`src/rtl/cpu_ctrl_pkg.sv`:
```
// cpu_ctrl_pkg
// Shared definitions for the accumulator-machine control unit: the FSM state
// enum, the ISA opcode map, the ALU opcode encoding, the datapath mux select
// encodings and the packed strobe bundle passed from the decoder to the top.
package cpu_ctrl_pkg;

  typedef enum logic [3:0] {
    ST_IDLE,
    ST_FETCH_MAR,
    ST_FETCH_MEM,
    ST_LOAD_IR,
    ST_DECODE,
    ST_EXEC_MAR,
    ST_EXEC_MEM,
    ST_WRITEBACK,
    ST_STORE_WR,
    ST_HALTED
  } state_e;

  // ISA opcodes, IR[15:12]
  localparam logic [3:0] OP_NOP     = 4'h0;
  localparam logic [3:0] OP_LOAD    = 4'h1;
  localparam logic [3:0] OP_STORE   = 4'h2;
  localparam logic [3:0] OP_ADD     = 4'h3;
  localparam logic [3:0] OP_SUB     = 4'h4;
  localparam logic [3:0] OP_AND     = 4'h5;
  localparam logic [3:0] OP_OR      = 4'h6;
  localparam logic [3:0] OP_XOR     = 4'h7;
  localparam logic [3:0] OP_JUMP    = 4'h8;
  localparam logic [3:0] OP_SKIPZ   = 4'h9;
  localparam logic [3:0] OP_SKIPNEG = 4'hA;
  localparam logic [3:0] OP_SHL     = 4'hB;
  localparam logic [3:0] OP_SHR     = 4'hC;
  localparam logic [3:0] OP_LOADI   = 4'hD;
  localparam logic [3:0] OP_RSVD    = 4'hE;
  localparam logic [3:0] OP_HALT    = 4'hF;

  // ALU opcodes as understood by the datapath ALU
  localparam logic [3:0] ALU_ADD = 4'b0000;
  localparam logic [3:0] ALU_SUB = 4'b0001;
  localparam logic [3:0] ALU_SHL = 4'b0100;
  localparam logic [3:0] ALU_SHR = 4'b0101;
  localparam logic [3:0] ALU_AND = 4'b1000;
  localparam logic [3:0] ALU_OR  = 4'b1001;
  localparam logic [3:0] ALU_XOR = 4'b1010;

  // Datapath mux selects
  localparam logic [1:0] ACC_SEL_ALU = 2'd0;
  localparam logic [1:0] ACC_SEL_MBR = 2'd1;
  localparam logic [1:0] ACC_SEL_IMM = 2'd2;
  localparam logic       MBR_SEL_MEM = 1'b0;
  localparam logic       MBR_SEL_ACC = 1'b1;
  localparam logic       MAR_SEL_PC  = 1'b0;
  localparam logic       MAR_SEL_IR  = 1'b1;
  localparam logic       PC_SEL_INC  = 1'b0;
  localparam logic       PC_SEL_IR   = 1'b1;

  // One cycle worth of datapath control
  typedef struct packed {
    logic       pc_write;
    logic       pc_sel;
    logic       mar_write;
    logic       mar_sel;
    logic       mbr_write;
    logic       mbr_sel;
    logic       ir_write;
    logic       acc_write;
    logic [1:0] acc_sel;
    logic [3:0] alu_op;
    logic       mem_read;
    logic       mem_write;
  } ctrl_t;

endpackage

```
`src/rtl/cpu_ctrl_if.sv`:
```
// cpu_ctrl_if
// Bundle between the control unit and the datapath/memory.
//   master : control unit side (consumes start, IR opcode and ACC flags;
//            drives write strobes, mux selects, ALU opcode, memory strobes,
//            busy/halted/illegal status and the retired-instruction count)
//   slave  : datapath/system side, directions reversed
interface cpu_ctrl_if #(
  parameter int CNT_W = 16
);

  logic             start;
  logic [3:0]       ir_opcode;
  logic             acc_zero;
  logic             acc_neg;

  logic             pc_write;
  logic             pc_sel;
  logic             mar_write;
  logic             mar_sel;
  logic             mbr_write;
  logic             mbr_sel;
  logic             ir_write;
  logic             acc_write;
  logic [1:0]       acc_sel;
  logic [3:0]       alu_op;
  logic             mem_read;
  logic             mem_write;
  logic             busy;
  logic             halted;
  logic             illegal;
  logic [CNT_W-1:0] instr_retired;

  modport master (
    input  start, ir_opcode, acc_zero, acc_neg,
    output pc_write, pc_sel, mar_write, mar_sel, mbr_write, mbr_sel,
           ir_write, acc_write, acc_sel, alu_op, mem_read, mem_write,
           busy, halted, illegal, instr_retired
  );

  modport slave (
    output start, ir_opcode, acc_zero, acc_neg,
    input  pc_write, pc_sel, mar_write, mar_sel, mbr_write, mbr_sel,
           ir_write, acc_write, acc_sel, alu_op, mem_read, mem_write,
           busy, halted, illegal, instr_retired
  );

endinterface

```
`src/rtl/cpu_ctrl_decode.sv`:
```
// cpu_ctrl_decode
// Purely combinational: maps the current FSM state (plus opcode and ACC flags
// where they matter) to this cycle's strobe bundle and the next state.
//   state_i      current FSM state
//   start_i      run request, only looked at in IDLE
//   memLast_i    final wait cycle of a memory read
//   execStore_i  instruction in flight is a STORE (captured in DECODE)
//   ir_opcode_i  IR[15:12]
//   acc_zero_i / acc_neg_i  ACC status flags
//   ctrl_o       strobes/selects for this cycle
//   nextState_o  state to enter at the next clock edge
//   retire_o     instruction completes this cycle
//   setIllegal_o reserved opcode reached DECODE
module cpu_ctrl_decode
  import cpu_ctrl_pkg::*;
(
  input  state_e     state_i,
  input  logic       start_i,
  input  logic       memLast_i,
  input  logic       execStore_i,
  input  logic [3:0] ir_opcode_i,
  input  logic       acc_zero_i,
  input  logic       acc_neg_i,
  output ctrl_t      ctrl_o,
  output state_e     nextState_o,
  output logic       retire_o,
  output logic       setIllegal_o
);

  always_comb begin
    ctrl_o       = '0;
    nextState_o  = state_i;
    retire_o     = 1'b0;
    setIllegal_o = 1'b0;

    case (state_i)
      ST_IDLE: begin
        if (start_i) nextState_o = ST_FETCH_MAR;
      end

      ST_FETCH_MAR: begin
        ctrl_o.mar_write = 1'b1;
        ctrl_o.mar_sel   = MAR_SEL_PC;
        nextState_o      = ST_FETCH_MEM;
      end

      // The read strobe is held for the whole latency window; MBR only
      // captures once the memory data is valid.
      ST_FETCH_MEM: begin
        ctrl_o.mem_read = 1'b1;
        if (memLast_i) begin
          ctrl_o.mbr_write = 1'b1;
          ctrl_o.mbr_sel   = MBR_SEL_MEM;
          nextState_o      = ST_LOAD_IR;
        end
      end

      ST_LOAD_IR: begin
        ctrl_o.ir_write = 1'b1;
        ctrl_o.pc_write = 1'b1;
        ctrl_o.pc_sel   = PC_SEL_INC;
        nextState_o     = ST_DECODE;
      end

      // Register-only instructions finish here; memory-operand ones move on.
      ST_DECODE: begin
        retire_o    = 1'b1;
        nextState_o = ST_FETCH_MAR;
        case (ir_opcode_i)
          OP_NOP: ;
          OP_JUMP: begin
            ctrl_o.pc_write = 1'b1;
            ctrl_o.pc_sel   = PC_SEL_IR;
          end
          OP_SKIPZ: begin
            ctrl_o.pc_write = acc_zero_i;
            ctrl_o.pc_sel   = PC_SEL_INC;
          end
          OP_SKIPNEG: begin
            ctrl_o.pc_write = acc_neg_i;
            ctrl_o.pc_sel   = PC_SEL_INC;
          end
          OP_SHL: begin
            ctrl_o.acc_write = 1'b1;
            ctrl_o.acc_sel   = ACC_SEL_ALU;
            ctrl_o.alu_op    = ALU_SHL;
          end
          OP_SHR: begin
            ctrl_o.acc_write = 1'b1;
            ctrl_o.acc_sel   = ACC_SEL_ALU;
            ctrl_o.alu_op    = ALU_SHR;
          end
          OP_LOADI: begin
            ctrl_o.acc_write = 1'b1;
            ctrl_o.acc_sel   = ACC_SEL_IMM;
          end
          OP_HALT: nextState_o = ST_HALTED;
          OP_RSVD: begin
            retire_o     = 1'b0;
            setIllegal_o = 1'b1;
            nextState_o  = ST_HALTED;
          end
          default: begin
            retire_o    = 1'b0;
            nextState_o = ST_EXEC_MAR;
          end
        endcase
      end

      // STORE loads MBR from ACC in parallel with the address load so the
      // write can go out on the very next cycle.
      ST_EXEC_MAR: begin
        ctrl_o.mar_write = 1'b1;
        ctrl_o.mar_sel   = MAR_SEL_IR;
        if (execStore_i) begin
          ctrl_o.mbr_write = 1'b1;
          ctrl_o.mbr_sel   = MBR_SEL_ACC;
          nextState_o      = ST_STORE_WR;
        end else begin
          nextState_o      = ST_EXEC_MEM;
        end
      end

      ST_EXEC_MEM: begin
        ctrl_o.mem_read = 1'b1;
        if (memLast_i) begin
          ctrl_o.mbr_write = 1'b1;
          ctrl_o.mbr_sel   = MBR_SEL_MEM;
          nextState_o      = ST_WRITEBACK;
        end
      end

      ST_WRITEBACK: begin
        retire_o    = 1'b1;
        nextState_o = ST_FETCH_MAR;
        ctrl_o.acc_write = 1'b1;
        case (ir_opcode_i)
          OP_LOAD: ctrl_o.acc_sel = ACC_SEL_MBR;
          OP_ADD:  ctrl_o.alu_op  = ALU_ADD;
          OP_SUB:  ctrl_o.alu_op  = ALU_SUB;
          OP_AND:  ctrl_o.alu_op  = ALU_AND;
          OP_OR:   ctrl_o.alu_op  = ALU_OR;
          OP_XOR:  ctrl_o.alu_op  = ALU_XOR;
          default: ctrl_o.acc_write = 1'b0;
        endcase
      end

      ST_STORE_WR: begin
        ctrl_o.mem_write = 1'b1;
        retire_o         = 1'b1;
        nextState_o      = ST_FETCH_MAR;
      end

      ST_HALTED: ;

      default: nextState_o = ST_IDLE;
    endcase
  end

endmodule

```
`src/rtl/cpu_control_unit.sv`:
```
// cpu_control_unit
// Multi-cycle fetch/decode/execute sequencer for the 16-bit accumulator
// datapath. Holds the FSM state, the memory wait counter, the sticky illegal
// flag and the retired-instruction counter; per-cycle strobes come from
// cpu_ctrl_decode.
//   clock  rising-edge system clock
//   reset  asynchronous, active-low
//   bus    cpu_ctrl_if master modport (inputs start/ir_opcode/acc flags,
//          outputs strobes, selects, alu_op, busy/halted/illegal/count)
// MEM_LATENCY must lie in 1..15 (the wait counter is 4 bits wide).
module cpu_control_unit
  import cpu_ctrl_pkg::*;
#(
  parameter int MEM_LATENCY = 1,
  parameter int CNT_W       = 16
) (
  input logic        clock,
  input logic        reset,
  cpu_ctrl_if.master bus
);

  state_e           state_q, state_d;
  logic [3:0]       wait_q, wait_d;
  logic             illegal_q, illegal_d;
  logic             execStore_q, execStore_d;
  logic [CNT_W-1:0] retired_q, retired_d;

  ctrl_t  ctrl;
  state_e nextState;
  logic   retire;
  logic   setIllegal;
  logic   memLast;
  logic   inMemWait;

  assign inMemWait = (state_q == ST_FETCH_MEM) || (state_q == ST_EXEC_MEM);
  assign memLast   = (wait_q == 4'(MEM_LATENCY - 1));

  cpu_ctrl_decode u_decode (
    .state_i      (state_q),
    .start_i      (bus.start),
    .memLast_i    (memLast),
    .execStore_i  (execStore_q),
    .ir_opcode_i  (bus.ir_opcode),
    .acc_zero_i   (bus.acc_zero),
    .acc_neg_i    (bus.acc_neg),
    .ctrl_o       (ctrl),
    .nextState_o  (nextState),
    .retire_o     (retire),
    .setIllegal_o (setIllegal)
  );

  // Next-state for all registers. The STORE/other split is captured in
  // DECODE so that IR changes outside DECODE/WRITEBACK cannot redirect
  // EXEC_MAR.
  always_comb begin
    state_d     = nextState;
    wait_d      = 4'd0;
    illegal_d   = illegal_q | setIllegal;
    execStore_d = execStore_q;
    retired_d   = retired_q;

    if (inMemWait && !memLast) wait_d = wait_q + 4'd1;
    if (state_q == ST_DECODE)  execStore_d = (bus.ir_opcode == OP_STORE);
    if (retire)                retired_d = retired_q + CNT_W'(1);
  end

  always_ff @(posedge clock or negedge reset) begin
    if (!reset) begin
      state_q     <= ST_IDLE;
      wait_q      <= 4'd0;
      illegal_q   <= 1'b0;
      execStore_q <= 1'b0;
      retired_q   <= '0;
    end else begin
      state_q     <= state_d;
      wait_q      <= wait_d;
      illegal_q   <= illegal_d;
      execStore_q <= execStore_d;
      retired_q   <= retired_d;
    end
  end

  assign bus.pc_write      = ctrl.pc_write;
  assign bus.pc_sel        = ctrl.pc_sel;
  assign bus.mar_write     = ctrl.mar_write;
  assign bus.mar_sel       = ctrl.mar_sel;
  assign bus.mbr_write     = ctrl.mbr_write;
  assign bus.mbr_sel       = ctrl.mbr_sel;
  assign bus.ir_write      = ctrl.ir_write;
  assign bus.acc_write     = ctrl.acc_write;
  assign bus.acc_sel       = ctrl.acc_sel;
  assign bus.alu_op        = ctrl.alu_op;
  assign bus.mem_read      = ctrl.mem_read;
  assign bus.mem_write     = ctrl.mem_write;
  assign bus.busy          = (state_q != ST_IDLE) && (state_q != ST_HALTED);
  assign bus.halted        = (state_q == ST_HALTED);
  assign bus.illegal       = illegal_q;
  assign bus.instr_retired = retired_q;

endmodule

```
`src/flat_wrapper.sv`:
```
// flat-port wrapper written by rule: the top's interface ports become plain ports
module cpu_control_unit_flat import cpu_ctrl_pkg::*;
#(
  parameter int MEM_LATENCY = 1,
  parameter int CNT_W       = 16
)
  (clock, reset, bus_start, bus_ir_opcode, bus_acc_zero, bus_acc_neg, bus_pc_write, bus_pc_sel, bus_mar_write, bus_mar_sel, bus_mbr_write, bus_mbr_sel, bus_ir_write, bus_acc_write, bus_acc_sel, bus_alu_op, bus_mem_read, bus_mem_write, bus_busy, bus_halted, bus_illegal, bus_instr_retired);
  cpu_ctrl_if #(.CNT_W(CNT_W)) bus_i ();
  input logic clock;
  input logic reset;
  input wire logic [$bits(bus_i.start)-1:0] bus_start;
  input wire logic [$bits(bus_i.ir_opcode)-1:0] bus_ir_opcode;
  input wire logic [$bits(bus_i.acc_zero)-1:0] bus_acc_zero;
  input wire logic [$bits(bus_i.acc_neg)-1:0] bus_acc_neg;
  output wire logic [$bits(bus_i.pc_write)-1:0] bus_pc_write;
  output wire logic [$bits(bus_i.pc_sel)-1:0] bus_pc_sel;
  output wire logic [$bits(bus_i.mar_write)-1:0] bus_mar_write;
  output wire logic [$bits(bus_i.mar_sel)-1:0] bus_mar_sel;
  output wire logic [$bits(bus_i.mbr_write)-1:0] bus_mbr_write;
  output wire logic [$bits(bus_i.mbr_sel)-1:0] bus_mbr_sel;
  output wire logic [$bits(bus_i.ir_write)-1:0] bus_ir_write;
  output wire logic [$bits(bus_i.acc_write)-1:0] bus_acc_write;
  output wire logic [$bits(bus_i.acc_sel)-1:0] bus_acc_sel;
  output wire logic [$bits(bus_i.alu_op)-1:0] bus_alu_op;
  output wire logic [$bits(bus_i.mem_read)-1:0] bus_mem_read;
  output wire logic [$bits(bus_i.mem_write)-1:0] bus_mem_write;
  output wire logic [$bits(bus_i.busy)-1:0] bus_busy;
  output wire logic [$bits(bus_i.halted)-1:0] bus_halted;
  output wire logic [$bits(bus_i.illegal)-1:0] bus_illegal;
  output wire logic [$bits(bus_i.instr_retired)-1:0] bus_instr_retired;
  assign bus_i.start = bus_start;
  assign bus_i.ir_opcode = bus_ir_opcode;
  assign bus_i.acc_zero = bus_acc_zero;
  assign bus_i.acc_neg = bus_acc_neg;
  assign bus_pc_write = bus_i.pc_write;
  assign bus_pc_sel = bus_i.pc_sel;
  assign bus_mar_write = bus_i.mar_write;
  assign bus_mar_sel = bus_i.mar_sel;
  assign bus_mbr_write = bus_i.mbr_write;
  assign bus_mbr_sel = bus_i.mbr_sel;
  assign bus_ir_write = bus_i.ir_write;
  assign bus_acc_write = bus_i.acc_write;
  assign bus_acc_sel = bus_i.acc_sel;
  assign bus_alu_op = bus_i.alu_op;
  assign bus_mem_read = bus_i.mem_read;
  assign bus_mem_write = bus_i.mem_write;
  assign bus_busy = bus_i.busy;
  assign bus_halted = bus_i.halted;
  assign bus_illegal = bus_i.illegal;
  assign bus_instr_retired = bus_i.instr_retired;
  cpu_control_unit #(.MEM_LATENCY(MEM_LATENCY), .CNT_W(CNT_W)) u_core (.clock(clock), .reset(reset), .bus(bus_i));
endmodule
```
`config.mk`:
```
export PLATFORM = sky130hd
export DESIGN_NAME = cpu_control_unit_flat
export DESIGN_NICKNAME = d
export VERILOG_FILES = /design/src/rtl/cpu_ctrl_pkg.sv /design/src/rtl/cpu_ctrl_if.sv /design/src/rtl/cpu_ctrl_decode.sv /design/src/rtl/cpu_control_unit.sv /design/src/flat_wrapper.sv
export SDC_FILE = /design/constraint.sdc
export NUM_CORES = 1
export LEC_CHECK = 0
export BUFFER_PORTS_ARGS = -buffer_cell sky130_fd_sc_hd__buf_4
export CAP_MARGIN = 0
export CORE_MARGIN = 8
export CORE_UTILIZATION = 50
export DETAILED_ROUTE_END_ITERATION = 16
export PLACE_DENSITY = 0.77
export SLEW_MARGIN = 20
export SYNTH_ARGS = -nofsm -noshare
export SYNTH_HDL_FRONTEND = slang
export SYNTH_SLANG_ARGS = --single-unit
```
`constraint.sdc`:
```
create_clock -name clock -period 2.03 [get_ports clock]
set_input_delay 0.406 -clock clock [delete_from_list [all_inputs] [get_ports clock]]
set_output_delay 0.406 -clock clock [all_outputs]
set_load 0.005 [all_outputs]
```
Word level (Yosys, flattened, before mapping)
Index checks and enable logic that the tools add are counted.
{"block": "classes", "n_reduce_logical": 16, "div": 0, "order_cmp": 0, "n_bitwise": 2, "n_addsub": 2, "n_shift": 0, "n_eq_ne": 28, "mul": 0, "n_mux": 26}
{"cell": "$eq 4x4->1 const B", "n": 10}
{"cell": "$pmux 4 s9", "n": 1}
{"cell": "$eq 4x3->1 const B", "n": 8}
{"cell": "$mux 4", "n": 5}
{"cell": "$add 16x1->16 const B", "n": 1}
{"cell": "$eq 4x2->1 const B", "n": 4}
{"cell": "$pmux 4 s4", "n": 1}
{"cell": "$pmux 7 s2", "n": 1}
{"cell": "$logic_not 4->1", "n": 3}
{"cell": "$pmux 2 s2", "n": 3}
{"cell": "$pmux 3 s2", "n": 2}
{"cell": "$eq 4x1->1 const B", "n": 2}
{"cell": "$mux 1", "n": 8}
{"cell": "$pmux 4 s2", "n": 1}
{"cell": "$reduce_or 2->1", "n": 4}
{"cell": "$reduce_or 8->1", "n": 1}
{"cell": "$reduce_or 7->1", "n": 1}
{"cell": "$pmux 2 s3", "n": 1}
{"cell": "$reduce_or 6->1", "n": 1}
{"cell": "$add 4x1->4 const B", "n": 1}
{"cell": "$mux 2", "n": 2}
{"cell": "$ne 2x1->1 const B", "n": 2}
{"cell": "$ne 4x4->1 const B", "n": 1}
{"cell": "$reduce_and 4->1", "n": 1}
{"cell": "8 further kinds", "n": 9}
{"block": "word_totals", "rom_bits": 0, "mem_bits_rw": 0, "reg_bits": 26, "latchBits": 0, "memories": 0, "inputBits": 9}

Depth between registers and ports, before layout
{"block": "logic_depth", "ltp_word": 4, "ltp_mapped": 7, "depth_no_buf": 6}

Hierarchy
A second synthesis with hierarchy kept.
{"block": "hier_totals", "cells_unflattened": 160, "area_unflattened_um2": 1579.0}
{"module": "cpu_control_unit", "cells_per_inst": 91, "n_inst": 1, "area_each_um2": 1107.3}
{"module": "cpu_ctrl_decode", "cells_per_inst": 69, "n_inst": 1, "area_each_um2": 471.7}

Worst setup path before layout
No wires, ideal clock.
{"block": "synth_path", "kind": "input to register", "startpoint": "in bus_ir_opcode[0]", "endpoint": "reg u_core.retired_q[1] (netlist: u_core.bus.instr_retired[1])", "setup_slack_ps": 303, "path_stages": 5, "t_required_ps": 1902, "setup_ps": 128, "t_arrival_ps": 1599, "cell_sequence": "and2b_1 -> o21ai_1 -> a311oi_4 -> buf_6 -> mux2_1"}
{"block": "synth_via", "elab_chain_len": 4, "elab_cells_between_ends": 11, "cone_classes": "eq/ne: 7; mux: 2; reduce/logical: 2"}
{"element": "from (decl)", "line": "flat_wrapper.sv:12", "text": "input wire logic [$bits(bus_i.ir_opcode)-1:0] bus_ir_opcode;"}
{"element": "$eq 4x4->1 / $logic_not 4->1 (equally long branches)", "line": "cpu_ctrl_decode.sv:69", "text": "case (ir_opcode_i)"}
{"element": "$reduce_or 8->1 (no line) (*)"}
{"element": "$mux 1 (*)", "line": "cpu_ctrl_decode.sv:69"}
{"element": "$pmux 1 s2 (*)", "line": "cpu_ctrl_decode.sv:36", "text": "case (state_i)"}
{"element": "to (signal assigned)", "line": "cpu_control_unit.sv:79", "text": "retired_q <= retired_d;"}
{"element": "to (decl)", "line": "cpu_control_unit.sv:26", "text": "logic [CNT_W-1:0] retired_q, retired_d;"}
Mark *: on every way between the ends. The rest lies on a longest branch, timed or not.
A chain may end at the register's enable or synchronous reset.

Worst setup path after layout
{"block": "layout_path", "startpoint": "reg u_core.state_q[0]", "endpoint": "out bus_pc_sel"}
{"block": "layout_via", "elab_chain_len": 2, "elab_cells_between_ends": 3, "cone_classes": "eq/ne: 2; mux: 1"}
{"element": "from (decl)", "line": "cpu_control_unit.sv:22", "text": "state_e state_q, state_d;"}
{"element": "from (signal assigned)", "line": "cpu_control_unit.sv:75", "text": "state_q <= state_d;"}
{"element": "$eq 4x3->1 / $eq 4x2->1 (equally long branches)", "line": "cpu_ctrl_decode.sv:36"}
{"element": "$pmux 2 s2 (*)", "line": "cpu_ctrl_decode.sv:36"}
{"element": "to (decl)", "line": "flat_wrapper.sv:16", "text": "output wire logic [$bits(bus_i.pc_sel)-1:0] bus_pc_sel;"}
Marked as above.

==> results.json <==
{
  "clk_latency_ns": 0.31,
  "diodes": 0,
  "cts.sink_count": 26,
  "cts-buffers-inserted": 3,
  "setup_ws_ns": 0.0140,
  "ys.flop_type": "dfrtp_1",
  "p_total_uw": 1850,
  "finalWeightedCongestion": 0.813,
  "dp_slack_ns": 0.0952,
  "die-area_um2": 5160,
  "switching_share": 0.380,
  "cp_num_buf_inv": 2,
  "hold_viol": 0,
  "r2r_start": "u_core.state_q[0]",
  "power_frac_seq": 0.393,
  "die_w_um": 71.8,
  "fin_worst_skew_ns": 0.00200,
  "rsz0062_at_grt": "yes",
  "vias": 1379,
  "drc": 0,
  "hold_class": "primary input to register",
  "htreeDepth": 1,
  "wl_per_cell_um": 15.2,
  "synth_fp_nets": 177,
  "cts_root_buf": "clkbuf_4",
  "dieHeight_um": 71.8,
  "ys_warn_count": 0,
  "fmax_mhz": 496,
  "viasPerCell": 5.54,
  "p_per_area_nw_per_um2": 903,
  "relSlewSlack": 0.750,
  "grt_use_total": 0.143,
  "clockPowerShare": 0.119,
  "drive_above_1_share": 0.389,
  "drtAntennaViolNets": 0,
  "power.net_switching_uw": 702,
  "cp.arrival_ns": 1.61,
  "wirelength_um": 3780,
  "synthCells": 165,
  "core_um2": 3000,
  "synth.largest_area_cell": "dfrtp_1",
  "min_period_ns": 2.02,
  "clock_path_buffers": 2,
  "path_max_fanout": 6,
  "use_met3": 0.0321,
  "grt_max_degree": 27,
  "yosysMostFrequentCell": "dfrtp_1",
  "start_kind": "register",
  "synth-seq-cells": 26,
  "io_pins": 44,
  "path_delay_family": "simple AND/OR/NAND/NOR gates",
  "syn-cell-area_um2": 1560,
  "area_growth_pct": 31.5,
  "nFillCells": 229,
  "drt_iter0_drc": 58,
  "endpoint_kind": "output pin",
  "crit_type": "register to output pin",
  "synthTopCellsByCount": "dfrtp_1 (26), nand2_1 (16), nor2_1 (15), xor2_1 (15), inv_1 (9)",
  "cp.required_ns": 1.62,
  "clkTransAtPathRegs_ns": 0.14,
  "crit_slowest_cell": "dfrtp_2",
  "status": "finished clean",
  "reg2reg_to": "u_core.bus.instr_retired[14]",
  "grt_pass1_vias": 1353,
  "rows": 20,
  "start_util": 0.519,
  "syn_avg_cell_area_um2": 9.44,
  "met1_usage": 0.168,
  "worst-r2r-setup-slack_ns": 0.18,
  "maxCapViolCount": 0,
  "gr-total-overflow": 0,
  "post-route-period-util": 0.993,
  "met2_usage": 0.254,
  "intPower_uw": 1150,
  "io_buffer_count": 43,
  "ys_seq_area_frac": 0.418,
  "hpwlAfterDp_um": 2790,
  "grt_pass1_wl_um": 6110,
  "min_from": "bus_ir_opcode[0]",
  "critPathMaxStageDelay_ns": 0.45,
  "drv_slew": 0,
  "cts_tree": "built",
  "pwr-share-comb": 0.488,
  "synth_top_area_frac": 0.418,
  "grt.busiest_layer": "met2",
  "ir_worst_vdd_mv": 0.662,
  "min_delay_worst_endpoint": "u_core.bus.illegal",
  "synthTopCellsByArea": "dfrtp_1 (42%), xor2_1 (8.4%), nand2_1 (3.9%)",
  "final_nets": 230,
  "leakage_uw": 0.00104,
  "worst_pin_slew_ns": 0.372,
  "synth_edf_count": 0,
  "antenna_found_initial": 0,
  "ys_types": 40,
  "drtPass1Iterations": 4,
  "setup_violations": 0,
  "hold_depth": 2,
  "worstRegToRegCells": 7,
  "async_flop_share": 1.00,
  "worstPathCellList": "buf_6 > nor3_4 > nand2_4 > nor4_1 > buf_4"
}
## area by class of cell
class,instances,area (um^2),share of cell area
timing repair buffer,56,430,0.210
inverter,9,33.8,0.0165
multi-input combinational,122,867,0.423
sequential,26,653,0.319
tap,33,41.3,0.0202
clock buffer,3,22.5,0.0110
## per-layer routing
layer  vias up  part of all wire
li1        669                 -
met1       668              0.44
met2        40              0.50
met3         2             0.053
met4         0            0.0037
met5         -                 0
## logic make-up after synthesis
logic type / after synthesis / share of synthesized area
AND/OR/NAND/NOR: 77 / 0.294
flip-flops: 26 / 0.418
AO/OA/AOI/OAI: 22 / 0.0924
XOR/XNOR: 18 / 0.101
buffers and inverters: 17 / 0.0562
adder cells (fa/ha/maj): 3 / 0.0241
multiplexers: 2 / 0.0145
## power groups by stage
stage	Sequential [uW]	Combinational, uW	Clock (uW)
2_1_floorplan	685	487	0
3_3_place_gp	735	729	0
3_5_place_dp	742	748	0
4_1_cts	723	794	226
5_1_grt	746	981	245
6_report	726	903	219
## stage by stage
stage | hold slack [ns] | util | std cells | TNS, ns | cell area [um^2]
5_1_grt | 0.357 | 0.682 | 249 | -0.288 | 2050
2_1_floorplan | 0.110 | - | 165 | 0 | 1560
3_5_place_dp | 0.338 | 0.640 | 240 | 0 | 1920
4_1_cts | 0.350 | 0.657 | 246 | 0 | 1970
3_3_place_gp | 0.331 | 0.640 | 240 | 0 | 1920
6_report | 0.358 | 0.682 | 249 | 0 | 2050
## layout by cell type, fill, tap and decap left out, drive strengths merged, types with 2 or more instances in the layout
master	count
nand4	3
mux2	2
nor3b	4
or3	2
xor2	15
a21oi	8
o21ai	8
nor4	6
and3	2
nand2b	4
buf	55
ha	3
xnor2	3
clkbuf	3
nor3	11
nor4b	2
dfrtp	26
nand2	16
nor2	15
nand3	7
inv	9
## registers in the layout, summed over array words and instances (netlist names)
name and cells:
u_core.execStore_q 1, u_core.bus.instr_retired 16, u_core.wait_q 4, u_core.state_q 4, u_core.bus.illegal 1
## how the worst max path moves through the flow
stage                                  from                          end  slack, ns  cells past startpoint
final                     u_core.state_q[0]                   bus_pc_sel       0.01                      5
after global routing      u_core.state_q[0]                bus_alu_op[0]      -0.08                      6
after CTS                 u_core.state_q[1]               bus_acc_sel[0]     0.0001                      5
after detailed placement   bus_ir_opcode[0]  u_core.bus.instr_retired[1]        0.1                      6
after global placement     bus_ir_opcode[0]  u_core.bus.instr_retired[1]       0.13                      6
after floorplan            bus_ir_opcode[0]  u_core.bus.instr_retired[1]       0.30                      5
## what timing repair did
action	CTS	global route
hold endpoints to repair	26	0
setup buffers	2	3
setup endpoints to repair	9	7
pin swaps	1	7
resized for setup	3	16
hold buffers	1	0
Power figures use the tool's default switching activity.
